$ cat src/rtl/user_io_ext_if.sv
// ---------------------------------------------------------------------------
// user_io_ext_if
// Purpose : bundles the loaned HPS GPIO pins and the core-side button/LED
//           signals of user_io_ext into one interface.
// Signals : user_btn     raw button pins, active low (pull-ups)
//           user_led     LED pins, active high
//           btn_level    debounced button state, 1 = pressed
//           btn_pressed  1-cycle pulse on debounced press
//           btn_released 1-cycle pulse on debounced release
//           btn_long     1-cycle pulse when a press has been held long enough
//           led_mode     3-bit mode per LED, bits [3i+2:3i] belong to LED i
//           led_bright   PWM_BITS brightness per LED, used in mode 5
// Modports: master = pins/core side (drives buttons, modes, brightness)
//           slave  = user_io_ext itself
// There is no valid/ready handshake here: every signal is a level or a
// single-cycle pulse, sampled or produced on every clock edge.
// ---------------------------------------------------------------------------
interface user_io_ext_if #(
    parameter int NUM_BTN  = 2,
    parameter int NUM_LED  = 4,
    parameter int PWM_BITS = 4
);
    logic [NUM_BTN-1:0]          user_btn;
    logic [NUM_LED-1:0]          user_led;
    logic [NUM_BTN-1:0]          btn_level;
    logic [NUM_BTN-1:0]          btn_pressed;
    logic [NUM_BTN-1:0]          btn_released;
    logic [NUM_BTN-1:0]          btn_long;
    logic [3*NUM_LED-1:0]        led_mode;
    logic [PWM_BITS*NUM_LED-1:0] led_bright;

    modport master (
        output user_btn, led_mode, led_bright,
        input  user_led, btn_level, btn_pressed, btn_released, btn_long
    );

    modport slave (
        input  user_btn, led_mode, led_bright,
        output user_led, btn_level, btn_pressed, btn_released, btn_long
    );
endinterface

$ cat src/rtl/user_io_ext.sv
// ---------------------------------------------------------------------------
// user_io_ext
// Purpose : user I/O controller for the GPIO pins loaned from the HPS.
//           Buttons: 2-flop sync, counter debounce, press/release/long pulses.
//           LEDs   : per-LED mode (off, on, slow/fast blink, inverted fast
//                    blink, PWM brightness) driven from shared counters.
// Ports   : clk    system clock
//           reset  asynchronous, active-high reset
//           io     user_io_ext_if.slave (pins, debounced state, pulses,
//                  LED mode and brightness)
// ---------------------------------------------------------------------------
module user_io_ext #(
    parameter int NUM_BTN     = 2,
    parameter int NUM_LED     = 4,
    parameter int DEB_CYCLES  = 500000,
    parameter int LONG_CYCLES = 50000000,
    parameter int SLOW_BIT    = 24,
    parameter int FAST_BIT    = 22,
    parameter int PWM_BITS    = 4
) (
    input  logic         clk,
    input  logic         reset,
    user_io_ext_if.slave io
);
    localparam int DW = $clog2(DEB_CYCLES + 1);
    localparam int HW = $clog2(LONG_CYCLES + 1);
    localparam int BW = SLOW_BIT + 1;

    // Button state. sync*_q hold the inverted (1 = pressed) pin level.
    logic [NUM_BTN-1:0] sync1_q, sync2_q;
    logic [NUM_BTN-1:0] stable_q, stable_d;
    logic [NUM_BTN-1:0] prev_q;
    logic [NUM_BTN-1:0] pressed_q, pressed_d;
    logic [NUM_BTN-1:0] released_q, released_d;
    logic [NUM_BTN-1:0] long_q, long_d;
    logic [DW-1:0]      deb_cnt_q [NUM_BTN];
    logic [DW-1:0]      deb_cnt_d [NUM_BTN];
    logic [HW-1:0]      hold_cnt_q [NUM_BTN];
    logic [HW-1:0]      hold_cnt_d [NUM_BTN];

    // LED state.
    logic [BW-1:0]       blink_cnt_q;
    logic [PWM_BITS-1:0] pwm_cnt_q;
    logic [NUM_LED-1:0]  led_q, led_d;

    always_comb begin
        stable_d   = stable_q;
        pressed_d  = '0;
        released_d = '0;
        long_d     = '0;
        for (int i = 0; i < NUM_BTN; i++) begin
            deb_cnt_d[i]  = '0;
            hold_cnt_d[i] = '0;

            // Debounce: any cycle matching the stable value restarts the count.
            if (sync2_q[i] != stable_q[i]) begin
                if (deb_cnt_q[i] == DW'(DEB_CYCLES - 1)) begin
                    stable_d[i] = sync2_q[i];
                end else begin
                    deb_cnt_d[i] = deb_cnt_q[i] + DW'(1);
                end
            end

            // Edge pulses come one cycle after stable changes.
            pressed_d[i]  = stable_q[i] & ~prev_q[i];
            released_d[i] = ~stable_q[i] & prev_q[i];

            // The hold count starts alongside the press pulse, so btn_long
            // lands exactly LONG_CYCLES after btn_pressed. Requiring
            // stable_q keeps it disjoint from the release pulse.
            if (stable_q[i] && prev_q[i]) begin
                if (hold_cnt_q[i] == HW'(LONG_CYCLES)) begin
                    hold_cnt_d[i] = hold_cnt_q[i];
                end else begin
                    hold_cnt_d[i] = hold_cnt_q[i] + HW'(1);
                end
                long_d[i] = (hold_cnt_q[i] == HW'(LONG_CYCLES - 1));
            end
        end
    end

    always_comb begin
        led_d = '0;
        for (int i = 0; i < NUM_LED; i++) begin
            case (io.led_mode[3*i +: 3])
                3'd1:    led_d[i] = 1'b1;
                3'd2:    led_d[i] = blink_cnt_q[SLOW_BIT];
                3'd3:    led_d[i] = blink_cnt_q[FAST_BIT];
                3'd4:    led_d[i] = ~blink_cnt_q[FAST_BIT];
                3'd5:    led_d[i] = (pwm_cnt_q < io.led_bright[PWM_BITS*i +: PWM_BITS]);
                default: led_d[i] = 1'b0;
            endcase
        end
    end

    always_ff @(posedge clk or posedge reset) begin
        if (reset) begin
            sync1_q     <= '0;
            sync2_q     <= '0;
            stable_q    <= '0;
            prev_q      <= '0;
            pressed_q   <= '0;
            released_q  <= '0;
            long_q      <= '0;
            blink_cnt_q <= '0;
            pwm_cnt_q   <= '0;
            led_q       <= '0;
            for (int i = 0; i < NUM_BTN; i++) begin
                deb_cnt_q[i]  <= '0;
                hold_cnt_q[i] <= '0;
            end
        end else begin
            sync1_q     <= ~io.user_btn;
            sync2_q     <= sync1_q;
            stable_q    <= stable_d;
            prev_q      <= stable_q;
            pressed_q   <= pressed_d;
            released_q  <= released_d;
            long_q      <= long_d;
            blink_cnt_q <= blink_cnt_q + BW'(1);
            pwm_cnt_q   <= pwm_cnt_q + PWM_BITS'(1);
            led_q       <= led_d;
            for (int i = 0; i < NUM_BTN; i++) begin
                deb_cnt_q[i]  <= deb_cnt_d[i];
                hold_cnt_q[i] <= hold_cnt_d[i];
            end
        end
    end

    assign io.btn_level    = stable_q;
    assign io.btn_pressed  = pressed_q;
    assign io.btn_released = released_q;
    assign io.btn_long     = long_q;
    assign io.user_led     = led_q;
endmodule

$ cat src/flat_wrapper.sv
// flat-port wrapper written by rule: the top's interface ports become plain ports
module user_io_ext_flat 
#(
    parameter int NUM_BTN     = 2,
    parameter int NUM_LED     = 4,
    parameter int DEB_CYCLES  = 500000,
    parameter int LONG_CYCLES = 50000000,
    parameter int SLOW_BIT    = 24,
    parameter int FAST_BIT    = 22,
    parameter int PWM_BITS    = 4
)
  (clk, reset, io_user_btn, io_led_mode, io_led_bright, io_user_led, io_btn_level, io_btn_pressed, io_btn_released, io_btn_long);
  user_io_ext_if #(.NUM_BTN(NUM_BTN), .NUM_LED(NUM_LED), .PWM_BITS(PWM_BITS)) io_i ();
  input  logic clk;
  input  logic reset;
  input wire logic [$bits(io_i.user_btn)-1:0] io_user_btn;
  input wire logic [$bits(io_i.led_mode)-1:0] io_led_mode;
  input wire logic [$bits(io_i.led_bright)-1:0] io_led_bright;
  output wire logic [$bits(io_i.user_led)-1:0] io_user_led;
  output wire logic [$bits(io_i.btn_level)-1:0] io_btn_level;
  output wire logic [$bits(io_i.btn_pressed)-1:0] io_btn_pressed;
  output wire logic [$bits(io_i.btn_released)-1:0] io_btn_released;
  output wire logic [$bits(io_i.btn_long)-1:0] io_btn_long;
  assign io_i.user_btn = io_user_btn;
  assign io_i.led_mode = io_led_mode;
  assign io_i.led_bright = io_led_bright;
  assign io_user_led = io_i.user_led;
  assign io_btn_level = io_i.btn_level;
  assign io_btn_pressed = io_i.btn_pressed;
  assign io_btn_released = io_i.btn_released;
  assign io_btn_long = io_i.btn_long;
  user_io_ext #(.NUM_BTN(NUM_BTN), .NUM_LED(NUM_LED), .DEB_CYCLES(DEB_CYCLES), .LONG_CYCLES(LONG_CYCLES), .SLOW_BIT(SLOW_BIT), .FAST_BIT(FAST_BIT), .PWM_BITS(PWM_BITS)) u_core (.clk(clk), .reset(reset), .io(io_i));
endmodule
$ cat config.mk
export PLATFORM = sky130hd
export DESIGN_NAME = user_io_ext_flat
export DESIGN_NICKNAME = d
export VERILOG_FILES = /design/src/rtl/user_io_ext_if.sv /design/src/rtl/user_io_ext.sv /design/src/flat_wrapper.sv
export SDC_FILE = /design/constraint.sdc
export NUM_CORES = 1
export LEC_CHECK = 0
export ABC_CLOCK_PERIOD_IN_PS = 8390
export BUFFER_PORTS_ARGS = -buffer_cell sky130_fd_sc_hd__buf_2
export CORE_ASPECT_RATIO = 1.1
export CORE_MARGIN = 8
export CORE_UTILIZATION = 60
export CTS_CLUSTER_DIAMETER = 50
export DETAILED_ROUTE_END_ITERATION = 6
export MAX_ROUTING_LAYER = met4
export PLACE_DENSITY = 0.82
export SYNTH_ARGS = -nofsm -noshare
export SYNTH_HDL_FRONTEND = slang
export SYNTH_SLANG_ARGS = --single-unit
$ cat constraint.sdc
create_clock -name clk -period 8.39 [get_ports clk]
set_input_delay 0 -clock clk [delete_from_list [all_inputs] [get_ports clk]]
set_output_delay 0 -clock clk [all_outputs]
set_load 0.01 [all_outputs]
==> results of run 1 <==
[logic make-up (layout without fill, tap and decap cells)]
| family | count (synthesis) | in the layout | synth area share, % |
|---|---|---|---|
| AND/OR/NAND/NOR | 333 | 333 | 25.35 |
| flip-flops | 137 | 137 | 49.54 |
| AO/OA/AOI/OAI | 87 | 87 | 7.558 |
| XOR/XNOR | 75 | 75 | 9.492 |
| buffers and inverters | 52 | 123 | 2.929 |
| adder cells (fa/ha/maj) | 20 | 20 | 3.616 |
| multiplexers | 10 | 10 | 1.519 |
[worst min path at each step]
stage          depth (start not counted)           start  slack [ns]                end
3_5_place_dp                           2  io_user_btn[0]        0.14  u_core.sync1_q[0]
5_1_grt                                3  io_user_btn[0]        0.25  u_core.sync1_q[0]
3_3_place_gp                           2  io_user_btn[0]        0.14  u_core.sync1_q[0]
2_1_floorplan                          1  io_user_btn[0]        0.06  u_core.sync1_q[0]
4_1_cts                                3  io_user_btn[0]        0.23  u_core.sync1_q[0]
6_report                               3  io_user_btn[0]        0.25  u_core.sync1_q[0]
[per-layer routing]
| layer | track usage (%) | wire (µm) | vias up |
|---|---|---|---|
| li1 | - | - | 2654 |
| met1 | 22.86 | 6143 | 2721 |
| met2 | 34.59 | 7542 | 131 |
| met3 | 4.555 | 474 | 46 |
| met4 | 11.02 | 439 | 0 |
| met5 | - | 0 | - |
[critical path, delay by kind of cell (launching register included)]
family	cells	cell delay (ns)
multiplexers	1	0.38
flip-flops	1	0.45
buffers and inverters	1	0.10
AND/OR/NAND/NOR	3	1.19
adder cells (fa/ha/maj)	1	0.15
[cell type report]
| cell class | count | area share (%) |
|---|---|---|
| clock inverters | 8 | 2.366 |
| multi-input cells | 525 | 40.92 |
| flip-flops and latches | 137 | 42.65 |
| inverters | 36 | 1.712 |
| well taps | 150 | 2.335 |
| repair buffers | 55 | 4.141 |
| clock buffers | 24 | 5.869 |
[cells in the mapped netlist, types with 2 or more instances]
library cell / n / area share [%]
a211oi_1: 4 / 0.43
a21oi_1: 30 / 2.2
a31o_2: 2 / 0.25
and2_1: 6 / 0.54
and3_1: 8 / 0.72
and4_1: 4 / 0.51
clkbuf_1: 14 / 0.76
dfrtp_1: 137 / 50
ha_1: 20 / 3.6
inv_1: 36 / 2.0
mux2_2: 4 / 0.65
mux2i_1: 6 / 0.87
nand2_1: 55 / 3.0
nand2b_1: 4 / 0.36
nand3_1: 42 / 3.0
nand4_1: 27 / 2.4
nand4b_1: 2 / 0.25
nor2_1: 82 / 4.4
nor2b_1: 5 / 0.45
nor3_1: 23 / 1.7
nor3b_1: 2 / 0.22
nor4_1: 19 / 1.7
nor4b_1: 4 / 0.51
nor4bb_1: 2 / 0.29
o211ai_1: 4 / 0.43
o21ai_0: 25 / 1.8
o221ai_1: 4 / 0.51
o31ai_1: 11 / 1.2
or2_2: 6 / 0.54
or3_1: 16 / 1.4
or4_1: 18 / 2.0
xnor2_1: 57 / 7.2
xor2_1: 18 / 2.3
[state kept, by name, summed over array words and instances, names as in the netlist]
signal,cells
u_core.io.btn_long,2
u_core.sync2_q,2
u_core.sync1_q,2
u_core.io.btn_released,2
u_core.io.btn_level,2
u_core.hold_cnt_q,52
u_core.io.user_led,4
u_core.io.btn_pressed,2
u_core.deb_cnt_q,38
u_core.pwm_cnt_q,4
u_core.prev_q,2
u_core.blink_cnt_q,25
[repair_timing]
action | in CTS | in global routing
hold buffers | 11 | 0
setup buffers | 0 | 0
endpoints found under the hold margin | 75 | 0
[where the power goes]
part	switching, mW	internal, mW	total (mW)
sequential	0.00396	0.666	0.670
combinational	0.0289	0.0178	0.0468
clock	0.271	0.572	0.843
total	0.303	1.26	1.56
==> impl_metrics.tcl, run 1 <==
set metrics [dict create \
    fin_skew_ns 0.009099 \
    grt_overflow 0 \
    power_mw 1.560 \
    cts_htree_levels 4 \
    grt_pass1_vias 5554 \
    dieWidth_um 118.4 \
    r2r_cells 6 \
    place.gp.congestion 0.8506 \
    ir_worst_vdd_mv 0.1079 \
    port_buffers 43 \
    start_kind "flop" \
    num_rows 41 \
    crit_path_top_delay_cell "dfrtp_1" \
    setup_ws_ns 6.010 \
    diodes 0 \
    synth-edff-count 0 \
    finalCriticalPeriod_ns 2.380 \
    start_util_pct 60.77 \
    syn_inst 714 \
    final_common_cell "dfrtp_1" \
    ios 44 \
    setup_viol 0 \
    relSlewSlack_pct 15.99 \
    syn_nets 766 \
    hpwl_um 9459 \
    regArea_um2 3428 \
    crit_path_end_kind "flop" \
    core_um2 11390 \
    power_leakage_nw 3.340 \
    cts-root-buf "clkbuf_16" \
    synth_ff_type "dfrtp_1" \
    antenna_found_initial 0 \
    worst_pin_slew_ns 1.249 \
    pwr_density_cell_nw_per_um2 194.0 \
    hold_slack_ns 0.2451 \
    drt-vias-per-instance 5.938 \
    area_growth_syn_to_layout_pct 16.15 \
    fin_crit_sh_pct 28.36 \
    dr_total_vias 5552 \
    final_cell_mix "137 x dfrtp_1, 82 x nor2_1, 57 x xnor2_1" \
    rsz0062_at_grt "false" \
    drc 0 \
    clk_latency_ns 0.43 \
    place_ws_ns 6.020 \
    synthDistinctLibCells 50 \
    fp.dieArea_um2 15230 \
    worst-path-max-fanout 6 \
    post_cts_resized 0 \
    required_ns 8.70 \
    cts_tree "yes" \
    fill_cells 827 \
    post-route-util_pct 70.58 \
    grt_pass1_wl_um 25060 \
    fp.dieH_um 128.6 \
    stdcell_count 935 \
    antenna_left 0 \
    critical-path-max-stage-delay_ns 0.45 \
    min-delay-path-class "in -> reg" \
    cts_made_buffers 17 \
    max_freq_mhz 420.2 \
    critPathArrivalTime_ns 2.69 \
    crit_type "reg -> reg" \
    first_pass_iters 5 \
    synthArstFlopShare_pct 100.0 \
    ys_ff_latch 137 \
    cap_violations 0 \
    clkTransAtPathRegs_ns 0.06 \
    r2r_end "u_core.hold_cnt_q[26]" \
    netlist_area_um2 6920 \
    critical_path.cell_chain "inv_1 > ha_1 > or4b_1 > or4_1 > nor3_1 > mux2_2" \
    setup-tns-final_ns 0 \
    drtIter0Drc 383 \
    wl_per_cell_um 15.61 \
    avgSynthCellArea_um2 9.692 \
    nets 824 \
    routed_wl_um 14600 \
    yosysWarningCount 0 \
    synth_seq_area_share_pct 49.54 \
    final_layout_size_suffix_gt1_share_pct 11.21 \
    cts_sinks 137 \
    rrSetupSlack_ns 6.01 \
    r2r-start "u_core.hold_cnt_q[26]" \
    dp.cells 892 \
    track_usage_pct 20.64 \
    grt_start_max_net_pins 71 \
    clk_path_buf_depth 2 \
    hold_violations 0 \
    multi_input_area_um2 3289 \
    outcome "finished clean" \
    drv_slew 0 \
    startpoint "u_core.hold_cnt_q[26]" \
    worstSetupEndpoint "u_core.hold_cnt_q[26]" \
    design_area_um2 8038 \
    post_dp_cell_area_um2 7266 \
]
Power figures use the tool's default switching activity.
==> inputs of run 2 (changes only) <==
Settings changed: ABC_CLOCK_PERIOD_IN_PS 8390 to 1950, CORE_UTILIZATION 60 to 55, PLACE_DENSITY 0.82 to 0.79.
Clock period 8.39 ns to 1.95 ns, I/O delays scaled along.
==> impl_metrics.tcl, run 2 (same netlist as run 1, synthesis figures left out) <==
set metrics [dict create \
    ios 44 \
    crit_type "reg -> reg" \
    start_kind "flop" \
    routed_wl_um 15650 \
    hold_violations 0 \
    setup_viol 10 \
    critPathBufInv 1 \
    hpwl_um 10450 \
    top_register "u_core.hold_cnt_q" \
    ir_worst_vdd_mv 0.6366 \
    setup-tns-final_ns -0.6185 \
    crit_path_top_delay_cell "or4b_4" \
    p_int_mw 4.964 \
    violations "negative setup slack" \
    fill_cells 857 \
    combPwrFrac_pct 3.4 \
    pwr_density_cell_nw_per_um2 741.9 \
    fin_crit_sh_pct 107.9 \
    r2r-start "u_core.hold_cnt_q[27]" \
    clk_latency_ns 0.42 \
    place.gp.congestion 0.8950 \
    setup_ws_ns -0.1540 \
    cp.depth 6 \
    grt_start_max_net_pins 46 \
    swShare_pct 21.80 \
    clk_path_buf_depth 2 \
    power_leakage_nw 3.575 \
    critical_path.cell_chain "inv_2 > ha_4 > or4b_4 > or4_4 > nor3_4 > mux2_2" \
    drc 0 \
    worst-path-max-fanout 2 \
    largestRegisters "u_core.hold_cnt_q: 52 flops, u_core.deb_cnt_q: 38 flops, u_core.blink_cnt_q: 25 flops" \
    required_ns 2.26 \
    startpoint "u_core.hold_cnt_q[27]" \
    drt-vias-per-instance 5.862 \
    cts_tree "yes" \
    final_common_cell "dfrtp_1" \
    antenna_found_initial 0 \
    worst_pin_slew_ns 0.5872 \
    grt_pass1_wl_um 26770 \
    grt_pass1_vias 5934 \
    relSlewSlack_pct 60.77 \
    finalCriticalPeriod_ns 2.104 \
    fp.dieArea_um2 16430 \
    dp.cells 940 \
    first_pass_iters 6 \
    clkTransAtPathRegs_ns 0.06 \
    critPathTopFamily "simple AND/OR/NAND/NOR gates" \
    wl_per_cell_um 15.79 \
    start_util_pct 55.68 \
    dr_total_vias 5809 \
    p_seq_share_pct 45.4 \
    largest_reg_flops 52 \
    clock_power_share_pct 51.2 \
    core_um2 12430 \
    cts_made_buffers 17 \
    fp.dieH_um 133.6 \
    switching_power_mw 1.384 \
    max_freq_mhz 475.3 \
    stdcell_count 991 \
    num_rows 43 \
    antenna_left 0 \
    area_growth_syn_to_layout_pct 23.65 \
    drtIter0Drc 404 \
    cts_htree_levels 4 \
    final_layout_size_suffix_gt1_share_pct 20.38 \
    crit_path_end_kind "flop" \
    nets 873 \
    fin_skew_ns 0.005501 \
    place_ws_ns -0.1184 \
    track_usage_pct 20.56 \
    drv_slew 0 \
    cts_sinks 137 \
    critical-path-max-stage-delay_ns 0.44 \
    critPathArrivalTime_ns 2.41 \
    grt_overflow 0 \
    min-delay-path-class "in -> async" \
    final_cell_mix "135 x dfrtp_1, 82 x nor2_1, 57 x xnor2_1" \
    outcome "complete, but fails checks" \
    dieWidth_um 123.0 \
    cts-root-buf "clkbuf_16" \
    r2r_cells 6 \
    diodes 0 \
    port_buffers 43 \
    rsz0062_at_grt "true" \
    post-route-util_pct 68.85 \
    cap_violations 0 \
]
[run 2: changes by cell type in the layout (fill, tap and decap cells not counted), moves of 4 or more]
| cell | delta |
|---|---|
| a21oi_1 | -5 |
| clkbuf_1 | -4 |
| or4_1 | -7 |
| buf_4 | +44 |
| a21oi_2 | +5 |
| or4_4 | +7 |
| clkinvlp_4 | +7 |
[run 2: worst paths after layout]
kind	end	slack [ns]
hold reg to reg	u_core.sync2_q[0]	0.35
setup reg to reg	u_core.hold_cnt_q[26]	-0.15
hold / removal	u_core.hold_cnt_q[43]	0.19
min in group clk	u_core.sync1_q[0]	0.25
setup / recovery	u_core.hold_cnt_q[26]	-0.15
max in group asynchronous	u_core.prev_q[0]	1.02
[run 2: what timing repair did]
action / in CTS / in global routing
hold buffers: 11 / 0
setup endpoints to repair: 14 / 39
setup buffers: 3 / 6
pin swaps: 6 / 19
gates resized for setup: 12 / 28
endpoints found under the hold margin: 28 / 0
[run 2: layer usage]
layer,vias to the layer above,global-route usage [%],routed length [µm]
met2,138,33.72,8222
met4,0,9.017,299
met3,34,4.655,571
met1,2885,23.54,6552
met5,-,-,0
li1,2752,-,-
[run 2: worst min-delay path: cells and delay by family]
| family | cells | cell delay [ns] |
|---|---|---|
| buffers and inverters | 3 | 1.06 |
[run 2: final cells by class]
type	instances	area, µm²	area share [%]
inverter	36	138.9	1.623
clock inverter	14	175.2	2.047
sequential	137	3431	40.09
timing repair buffer	104	737.0	8.612
clock buffer	18	429.2	5.015
multi-input combinational	525	3450	40.31
tap	157	196.4	2.296
[run 2: power groups by stage]
stage | Combinational (mW) | Sequential [mW] | Clock, mW
after floorplan | 0.101 | 2.93 | 0
after global placement | 0.186 | 2.93 | 0
after detailed placement | 0.194 | 2.93 | 0
after CTS | 0.215 | 2.88 | 3.31
after global routing | 0.245 | 2.88 | 3.43
final | 0.213 | 2.88 | 3.25
[run 2: metrics by stage]
step	total power, mW	hold WS [ns]	cell area (µm²)
finish	6.348	0.1911	8557
floorplan	3.034	0.05941	6934
CTS	6.403	0.1873	8403
global route	6.562	0.2216	8557
detailed placement	3.127	0.1022	7619
global placement	3.117	0.09480	7619
==> inputs of run 3 (changes only) <==
Settings changed: CELL_PAD_IN_SITES_DETAIL_PLACEMENT from default to 2, CELL_PAD_IN_SITES_GLOBAL_PLACEMENT from default to 2, CORE_UTILIZATION 55 to 35, PLACE_DENSITY 0.79 to 0.78.
==> impl_metrics.tcl, run 3 (same netlist as run 1, synthesis figures left out) <==
set metrics [dict create \
    crit_path_end_kind "flop" \
    fill_cells 2055 \
    nets 898 \
    setup_viol 36 \
    cts_htree_levels 4 \
    hold_violations 0 \
    drtIter0Drc 323 \
    final_common_cell "dfrtp_1" \
    fin_skew_ns 0.01282 \
    place_ws_ns -0.2068 \
    cts_sinks 137 \
    worst_pin_slew_ns 0.7331 \
    critPathArrivalTime_ns 2.55 \
    core_um2 19590 \
    port_buffers 43 \
    dp.cells 1051 \
    finalCriticalPeriod_ns 2.246 \
    wl_per_cell_um 23.65 \
    dieWidth_um 150.1 \
    hpwl_um 14570 \
    fp.dieH_um 163.5 \
    routed_wl_um 26220 \
    final_cell_mix "132 x dfrtp_1, 79 x nor2_1, 64 x buf_4" \
    antenna_found_initial 1 \
    start_kind "flop" \
    required_ns 2.25 \
    antenna_left 0 \
    grt_start_max_net_pins 45 \
    cts_tree "yes" \
    dr_total_vias 6290 \
    stdcell_count 1109 \
    clkTransAtPathRegs_ns 0.06 \
    drv_slew 0 \
    grt_pass1_vias 6996 \
    largest_reg_flops 52 \
    fp.dieArea_um2 24530 \
    clk_path_buf_depth 2 \
    cts-root-buf "clkbuf_16" \
    fin_crit_sh_pct 115.2 \
    largestRegisters "u_core.hold_cnt_q: 52 flops, u_core.deb_cnt_q: 38 flops, u_core.blink_cnt_q: 25 flops" \
    cap_violations 0 \
    worst-path-max-fanout 2 \
    pwr_density_cell_nw_per_um2 697.5 \
    track_usage_pct 20.17 \
    rsz0062_at_grt "true" \
    min-delay-path-class "in -> reg" \
    top_register "u_core.hold_cnt_q" \
    relSlewSlack_pct 51.03 \
    first_pass_iters 4 \
    drt-vias-per-instance 5.672 \
    clk_latency_ns 0.43 \
    grt_overflow 0 \
    cts_made_buffers 17 \
    grt_pass1_wl_um 37890 \
    violations "negative setup slack" \
    final_layout_size_suffix_gt1_share_pct 24.91 \
    place.gp.congestion 0.8035 \
    power_leakage_nw 3.739 \
    area_growth_syn_to_layout_pct 29.90 \
    outcome "complete, but fails checks" \
    start_util_pct 35.32 \
    max_freq_mhz 445.3 \
    setup_ws_ns -0.2957 \
    ir_worst_vdd_mv 0.3945 \
    num_rows 54 \
    crit_type "reg -> reg" \
    ios 44 \
    drc 0 \
]
==> run 3: final cells by class <==
| cell class | count | area, µm² | area share, % |
|---|---|---|---|
| multi-input cells | 526 | 3607 | 40.13 |
| flip-flops and latches | 137 | 3435 | 38.20 |
| repair buffers | 128 | 943.4 | 10.49 |
| clock buffers | 25 | 505.5 | 5.623 |
| well taps | 252 | 315.3 | 3.507 |
| inverters | 36 | 138.9 | 1.545 |
| clock inverters | 3 | 40.04 | 0.4454 |
| diodes | 2 | 5.005 | 0.05567 |
==> run 3: worst paths after layout <==
check                                       from  slack (ns)                endpoint  cells after the start
max                        u_core.hold_cnt_q[26]       -0.30   u_core.hold_cnt_q[26]                      6
min                               io_led_mode[9]        0.04   u_core.io.user_led[3]                      3
max reg2reg                u_core.hold_cnt_q[26]       -0.30   u_core.hold_cnt_q[26]                      6
min reg2reg                    u_core.sync1_q[1]        0.36       u_core.sync2_q[1]                      0
max in group asynchronous                  reset        1.02  u_core.blink_cnt_q[10]                      4
min in group asynchronous                  reset        0.25   u_core.hold_cnt_q[48]                      3
==> run 3: timing repair <==
action,in CTS,in global routing
endpoints found under the hold margin,31,0
pin swaps,13,22
cloned,0,1
setup endpoints to repair,25,58
gates resized for setup,28,51
hold buffers,12,0
setup buffers,10,6
==> run 3: metrics by stage <==
step | util, % | hold slack [ns] | setup TNS, ns | power (mW) | cell area (µm²)
after floorplan | - | 0.05941 | -0.1611 | 3.034 | 6934
after global placement | 40.17 | 0.1432 | -0.06505 | 3.129 | 7870
after detailed placement | 40.17 | 0.1465 | -1.469 | 3.148 | 7870
after CTS | 44.55 | 0.02363 | -2.063 | 6.247 | 8728
after global routing | 45.87 | 0.06252 | -5.816 | 6.432 | 8987
final | 45.88 | 0.03974 | -4.173 | 6.271 | 8990
==> run 3: per-layer routing <==
| layer | share of wire, % | track usage (%) | vias to the layer above |
|---|---|---|---|
| li1 | - | - | 2803 |
| met1 | 38 | 21.46 | 3258 |
| met2 | 55 | 36.99 | 145 |
| met3 | 2.6 | 3.020 | 84 |
| met4 | 4.2 | 7.549 | 0 |
| met5 | 0 | - | - |
==> run 3: worst max-delay path, stage by stage (launching register included) <==
cell     delay (ns)
dfrtp_2        0.44
inv_2          0.08
ha_4           0.12
or4b_4         0.44
or4_4          0.45
nor3_4         0.24
mux2_4         0.35
==> run 3: power by group <==
group / leakage (nW) / internal (mW) / switching [mW]
Sequential: 1.87 / 2.87 / 0.0225
Combinational: 1.60 / 0.0939 / 0.152
Clock: 0.271 / 1.89 / 1.24
